==> src/rtl/and_vec_sequencer_pkg.sv <==
// Shared types and constants for the exhaustive AND-gate vector sequencer.
package vec_seq_pkg;

    localparam int unsigned DEF_WIDTH = 2;
    localparam int unsigned DEF_DWELL = 10;
    localparam int unsigned DEF_ERRW  = 8;

    typedef enum logic [1:0] {
        ST_IDLE = 2'd0,
        ST_RUN  = 2'd1,
        ST_DONE = 2'd2
    } state_t;

    // Number of (a,b) operand pairs for a given operand width.
    function automatic int unsigned nvec(input int unsigned width);
        return 32'd1 << (2 * width);
    endfunction

endpackage

==> src/rtl/and_vec_sequencer_if.sv <==
// Control, operand and status bundle between the sequencer and its host/gate.
interface and_vec_sequencer_if import vec_seq_pkg::*; #(
    parameter int unsigned WIDTH = DEF_WIDTH,
    parameter int unsigned ERRW  = DEF_ERRW
);
    logic                 start;
    logic                 pause;
    logic                 abort;
    logic [WIDTH-1:0]     y_in;
    logic [WIDTH-1:0]     a;
    logic [WIDTH-1:0]     b;
    logic                 vec_valid;
    logic [2*WIDTH-1:0]   vec_idx;
    logic                 busy;
    logic                 done;
    logic [ERRW-1:0]      err_cnt;

    modport master (
        output start, pause, abort, y_in,
        input  a, b, vec_valid, vec_idx, busy, done, err_cnt
    );

    modport slave (
        input  start, pause, abort, y_in,
        output a, b, vec_valid, vec_idx, busy, done, err_cnt
    );
endinterface

==> src/rtl/and_vec_sequencer_dwell_timer.sv <==
// Per-vector hold counter; last_c flags the final hold cycle of the current vector.
module dwell_timer #(
    parameter int unsigned DWELL = 10
) (
    input  logic clk,
    input  logic rst_n,
    input  logic clear,
    input  logic en,
    output logic last_c
);
    localparam int unsigned CW = (DWELL > 1) ? $clog2(DWELL) : 1;
    localparam logic [CW-1:0] LAST = CW'(DWELL - 1);

    logic [CW-1:0] cnt;

    assign last_c = (cnt == LAST);

    // Wraps to zero after the last cycle so the next vector starts fresh.
    always_ff @(posedge clk or negedge rst_n) begin
        if (!rst_n) begin
            cnt <= '0;
        end else if (clear) begin
            cnt <= '0;
        end else if (en) begin
            cnt <= last_c ? '0 : cnt + CW'(1);
        end
    end
endmodule

==> src/rtl/and_vec_sequencer.sv <==
// Steps every (a,b) pair through the gate under test, holds each for DWELL cycles
// and counts cycles where y_in differs from a&b on the last hold cycle.
module and_vec_sequencer import vec_seq_pkg::*; #(
    parameter int unsigned WIDTH = DEF_WIDTH,
    parameter int unsigned DWELL = DEF_DWELL,
    parameter int unsigned ERRW  = DEF_ERRW
) (
    input logic               clk,
    input logic               rst_n,
    and_vec_sequencer_if.slave bus
);
    localparam int unsigned IW = 2 * WIDTH;
    localparam int unsigned NV = nvec(WIDTH);
    localparam logic [IW-1:0] LAST_IDX = IW'(NV - 1);

    state_t            state_q, state_d;
    logic [IW-1:0]     idx_q, idx_d;
    logic [ERRW-1:0]   err_q, err_d;
    logic              run_q, done_q;
    logic              tick_en_c;
    logic              last_c;
    logic              mismatch_c;

    dwell_timer #(.DWELL(DWELL)) u_dwell (
        .clk    (clk),
        .rst_n  (rst_n),
        .clear  (state_q != ST_RUN),
        .en     (tick_en_c),
        .last_c (last_c)
    );

    assign mismatch_c = (bus.y_in != (bus.a & bus.b));

    always_ff @(posedge clk or negedge rst_n) begin
        if (!rst_n) begin
            state_q <= ST_IDLE;
        end else begin
            state_q <= state_d;
        end
    end

    // Priority inside each state: abort, then pause, then start/sequencing.
    always_comb begin
        state_d   = state_q;
        idx_d     = idx_q;
        err_d     = err_q;
        tick_en_c = 1'b0;
        case (state_q)
            ST_IDLE, ST_DONE: begin
                if (bus.abort) begin
                    state_d = ST_IDLE;
                end else if (!bus.pause && bus.start) begin
                    state_d = ST_RUN;
                    idx_d   = '0;
                    err_d   = '0;
                end
            end
            ST_RUN: begin
                if (bus.abort) begin
                    state_d = ST_IDLE;
                    idx_d   = '0;
                end else if (!bus.pause) begin
                    tick_en_c = 1'b1;
                    if (last_c) begin
                        if (mismatch_c && (err_q != '1)) begin
                            err_d = err_q + ERRW'(1);
                        end
                        if (idx_q != LAST_IDX) begin
                            idx_d = idx_q + IW'(1);
                        end else begin
                            state_d = ST_DONE;
                            idx_d   = '0;
                        end
                    end
                end
            end
            default: begin
                state_d = ST_IDLE;
                idx_d   = '0;
            end
        endcase
    end

    always_ff @(posedge clk or negedge rst_n) begin
        if (!rst_n) begin
            idx_q  <= '0;
            err_q  <= '0;
            run_q  <= 1'b0;
            done_q <= 1'b0;
        end else begin
            idx_q  <= idx_d;
            err_q  <= err_d;
            run_q  <= (state_d == ST_RUN);
            done_q <= (state_d == ST_DONE);
        end
    end

    assign bus.vec_idx   = idx_q;
    assign bus.a         = idx_q[IW-1:WIDTH];
    assign bus.b         = idx_q[WIDTH-1:0];
    assign bus.vec_valid = run_q;
    assign bus.busy      = run_q;
    assign bus.done      = done_q;
    assign bus.err_cnt   = err_q;
endmodule

==> src/flat_wrapper.sv <==
// flat-port wrapper written by rule: the top's interface ports become plain ports
module and_vec_sequencer_flat import vec_seq_pkg::*;
#(
    parameter int unsigned WIDTH = DEF_WIDTH,
    parameter int unsigned DWELL = DEF_DWELL,
    parameter int unsigned ERRW  = DEF_ERRW
)
  (clk, rst_n, bus_start, bus_pause, bus_abort, bus_y_in, bus_a, bus_b, bus_vec_valid, bus_vec_idx, bus_busy, bus_done, bus_err_cnt);
  and_vec_sequencer_if #(.WIDTH(WIDTH), .ERRW(ERRW)) bus_i ();
  input logic clk;
  input logic rst_n;
  input wire logic [$bits(bus_i.start)-1:0] bus_start;
  input wire logic [$bits(bus_i.pause)-1:0] bus_pause;
  input wire logic [$bits(bus_i.abort)-1:0] bus_abort;
  input wire logic [$bits(bus_i.y_in)-1:0] bus_y_in;
  output wire logic [$bits(bus_i.a)-1:0] bus_a;
  output wire logic [$bits(bus_i.b)-1:0] bus_b;
  output wire logic [$bits(bus_i.vec_valid)-1:0] bus_vec_valid;
  output wire logic [$bits(bus_i.vec_idx)-1:0] bus_vec_idx;
  output wire logic [$bits(bus_i.busy)-1:0] bus_busy;
  output wire logic [$bits(bus_i.done)-1:0] bus_done;
  output wire logic [$bits(bus_i.err_cnt)-1:0] bus_err_cnt;
  assign bus_i.start = bus_start;
  assign bus_i.pause = bus_pause;
  assign bus_i.abort = bus_abort;
  assign bus_i.y_in = bus_y_in;
  assign bus_a = bus_i.a;
  assign bus_b = bus_i.b;
  assign bus_vec_valid = bus_i.vec_valid;
  assign bus_vec_idx = bus_i.vec_idx;
  assign bus_busy = bus_i.busy;
  assign bus_done = bus_i.done;
  assign bus_err_cnt = bus_i.err_cnt;
  and_vec_sequencer #(.WIDTH(WIDTH), .DWELL(DWELL), .ERRW(ERRW)) u_core (.clk(clk), .rst_n(rst_n), .bus(bus_i));
endmodule
==> config.mk <==
export PLATFORM = sky130hd
export DESIGN_NAME = and_vec_sequencer_flat
export DESIGN_NICKNAME = d
export VERILOG_FILES = /design/src/rtl/and_vec_sequencer_pkg.sv /design/src/rtl/and_vec_sequencer_if.sv /design/src/rtl/and_vec_sequencer_dwell_timer.sv /design/src/rtl/and_vec_sequencer.sv /design/src/flat_wrapper.sv
export SDC_FILE = /design/constraint.sdc
export NUM_CORES = 1
export LEC_CHECK = 0
export BUFFER_PORTS_ARGS = -buffer_cell sky130_fd_sc_hd__buf_2
export CORE_ASPECT_RATIO = 1.2
export CORE_MARGIN = 2
export CORE_UTILIZATION = 35
export CTS_CLUSTER_DIAMETER = 50
export DETAILED_ROUTE_END_ITERATION = 12
export SLEW_MARGIN = 20
export SYNTH_ARGS = -nofsm -noshare
export SYNTH_HDL_FRONTEND = slang
export SYNTH_SLANG_ARGS = --single-unit
export TNS_END_PERCENT = 1
==> constraint.sdc <==
create_clock -name clk -period 4.4 [get_ports clk]
set_input_delay 0.22 -clock clk [delete_from_list [all_inputs] [get_ports clk]]
set_output_delay 0.22 -clock clk [all_outputs]
set_load 0.005 [all_outputs]
==> impl_metrics.env <==
export IMPL_rsz0062_at_grt="no"
export IMPL_pin_count=26
export IMPL_fmax_ghz=0.5389
export IMPL_grt_pass1_vias=980
export IMPL_yosys_warnings=0
export IMPL_crit_type="flip-flop to flip-flop"
export IMPL_hpwlAfterDp_mm=2.017
export IMPL_cts_buffer_depth=2
export IMPL_grt_pass1_wl_mm=4.547
export IMPL_crit_buf_inv=1
export IMPL_post_route_util_pct=41.46
export IMPL_crit_path_end_kind="flip-flop"
export IMPL_grt_overflow=0
export IMPL_cts_hold_buf=1
export IMPL_synth_common_cells="dfrtp_1, nand2_1, o21ai_0, nand3_1, nor2_1"
export IMPL_clkPwrFrac_pct=31.1
export IMPL_cts_buffers=3
export IMPL_track_usage_pct=15.43
export IMPL_hold_path_class="input pin to flip-flop"
export IMPL_htreeDepth=1
export IMPL_cts_resized=0
export IMPL_synth_seq_cells=20
export IMPL_rows=23
export IMPL_synth_edf_count=0
export IMPL_p_leak_nw=0.6279
export IMPL_skew_ns=0.001845
export IMPL_worst_hold_slack_ns=0.3559
export IMPL_drt_first_pass_iters=4
export IMPL_initial_core_util_pct=35.93
export IMPL_grt_start_max_net_pins=21
export IMPL_timing_final_crit_share_pct=42.17
export IMPL_required_ns=4.58
export IMPL_synth_most_common_cell="dfrtp_1"
export IMPL_p_sw_mw=0.1022
export IMPL_maxSlewHeadroom_pct=67.58
export IMPL_synth_top_cell_by_area="dfrtp_1"
export IMPL_clock_root_buffer="clkbuf_8"
export IMPL_viasPerCell=5.717
export IMPL_start_kind="flip-flop"
export IMPL_worstMarginPinSlew_ns=0.4863
export IMPL_syn_avg_cell_area_um2=9.505
export IMPL_setup_viol=0
export IMPL_netlist_top_cells_area="dfrtp_1, nand2_1, ha_1, o21ai_0, nand3_1"
export IMPL_coreArea_um2=3281
export IMPL_power_frac_comb_pct=13.4
export IMPL_worstPathArrival_ns=2.03
export IMPL_diodes=0
export IMPL_wl_per_cell_um=14.63
export IMPL_nNetsFinal=160
export IMPL_synth_nets=135
export IMPL_drcViolationCount=0
export IMPL_async_reset_ff_share_pct=100.0
export IMPL_clk_pin_slew_ns=0.07
export IMPL_maxSlewViolCount=0
export IMPL_yosysUniqueCellTypes=38
export IMPL_die_area_um2=3850
export IMPL_cpPeakStageDelay_ns=0.51
export IMPL_status="finished, final reports clean"
export IMPL_synth_main_ff_cell="dfrtp_1"
export IMPL_cts_sinks=20
export IMPL_cts_tree="yes"
export IMPL_ir_worst_vdd_uv=137.7
export IMPL_syn2layout_area_growth_pct=15.39
export IMPL_cp_slowest_cell="or4_1"
export IMPL_p_seq_share_pct=55.5
export IMPL_cp_max_fo=9
export IMPL_synth_top_cell_area_share_pct=42.46
export IMPL_crit_family="simple AND/OR/NAND/NOR gates"
export IMPL_clock_latency_ns=0.25
export IMPL_p_total_mw=0.3809
export IMPL_final_antenna_net_count=0
export IMPL_p_per_area_nw_per_um2=280.0
export IMPL_crit_chain="inv_1, ha_1, and4bb_2, o211ai_4, or4_1, a21boi_1"
export IMPL_postCtsSetupBuffers=0
export IMPL_max_cap_viol_count=0
export IMPL_drive_gt1_share_pct=22.45
export IMPL_synth_area_um2=1179
export IMPL_period_minus_slack_ns=1.856
export IMPL_ys_seq_area_share_pct=42.46
export IMPL_finalHoldViolations=0
export IMPL_sw_frac_of_total_pct=26.85
export IMPL_die_h_um=67.57
export IMPL_io_buffers=25
export IMPL_drt_iter0_markers=14
export IMPL_antenna_found_initial=0
export IMPL_vias=1052
export IMPL_synth_cells=124
export IMPL_die_w_um=56.98
export IMPL_wl_mm=2.692
export IMPL_gp_congestion=0.7597
export IMPL_finalSetupTns_ns=0
export IMPL_p_int_mw=0.2786
[power by group through the flow]
stage | logic [mW] | registers, mW | clock network (mW)
6_report | 0.0509 | 0.212 | 0.118
5_1_grt | 0.0590 | 0.214 | 0.131
4_1_cts | 0.0525 | 0.211 | 0.124
3_5_place_dp | 0.0512 | 0.214 | 0
3_3_place_gp | 0.0496 | 0.214 | 0
2_1_floorplan | 0.0277 | 0.211 | 0
[worst register-to-register path, delay by kind of cell (launching register included)]
family / cells / cell delay [ns]
simple gates: 2 / 0.82
compound gates: 2 / 0.31
fa+ha+maj: 1 / 0.17
flops: 1 / 0.41
buf+inv: 1 / 0.07
[cell type report]
cell class	count	area, µm²
clock buffer	3	41.29
multi-input combinational	95	625.6
sequential	20	500.5
fill	350	1921
tap	37	46.29
timing repair buffer	26	135.1
inverter	3	11.26
[kinds of logic after synthesis]
kind of cell    after synthesis  share of synthesized area, %
compound gates               32                         19.53
flops                        20                         42.46
mux                           3                         2.548
fa+ha+maj                     4                         4.246
simple gates                 56                         26.75
buf+inv                       9                         4.459
[registers in the layout, indices dropped and copies added (netlist names)]
signal / flops
u_core.state_q: 2
u_core.u_dwell.cnt: 4
u_core.bus.busy: 1
u_core.bus.vec_idx: 4
u_core.bus.done: 1
u_core.bus.err_cnt: 8
[worst paths after layout]
path / to / cells past startpoint / slack (ns) / start
max in group asynchronous: u_core.u_dwell.cnt[3]$_DFFE_PN0P_ / 2 / 3.64 / rst_n
min: u_core.bus.busy$_DFF_PN0_ / 3 / 0.36 / bus_pause
max: u_core.bus.err_cnt[4]$_DFFE_PN0P_ / 6 / 2.54 / u_core.u_dwell.cnt[1]$_DFFE_PN0P_
min in group asynchronous: u_core.bus.vec_idx[1]$_DFFE_PN0P_ / 2 / 0.44 / rst_n
max reg2reg: u_core.bus.err_cnt[4]$_DFFE_PN0P_ / 6 / 2.54 / u_core.u_dwell.cnt[1]$_DFFE_PN0P_
min reg2reg: u_core.bus.err_cnt[5]$_DFFE_PN0P_ / 1 / 0.54 / u_core.bus.err_cnt[5]$_DFFE_PN0P_
[cell usage in the layout (no fill, tap or decap), types with 2 or more instances in the layout]
cell,netlist,routed
buf_2,0,25
ha_1,4,4
inv_1,3,3
o31ai_1,3,3
nor2_1,7,7
nand3b_1,3,3
clkbuf_8,0,3
and3_1,3,3
or4_1,4,4
nand2_1,15,15
o21ai_0,9,9
mux2i_1,3,3
nand2b_1,4,4
o22ai_1,2,2
nor3_1,3,3
nand4_1,2,2
nand3_1,8,8
dfrtp_1,20,20
a21oi_1,4,4
o211ai_1,3,3
[per-layer routing]
metal  global-route usage, %  wire [µm]  vias to the layer above
li1                        -          -                      510
met1                   18.39       1206                      519
met2                   27.16       1345                       18
met3                   2.107         92                        5
met4                   7.849         47                        0
met5                       0          0                        -
[through the flow]
stage	std cells	area, µm²	setup slack [ns]
final	184	1360	2.544
after global routing	184	1360	2.448
after CTS	184	1360	2.545
after detailed placement	180	1309	2.562
after global placement	180	1309	2.652
after floorplan	124	1179	2.727
(Power assumes the default switching activity.)
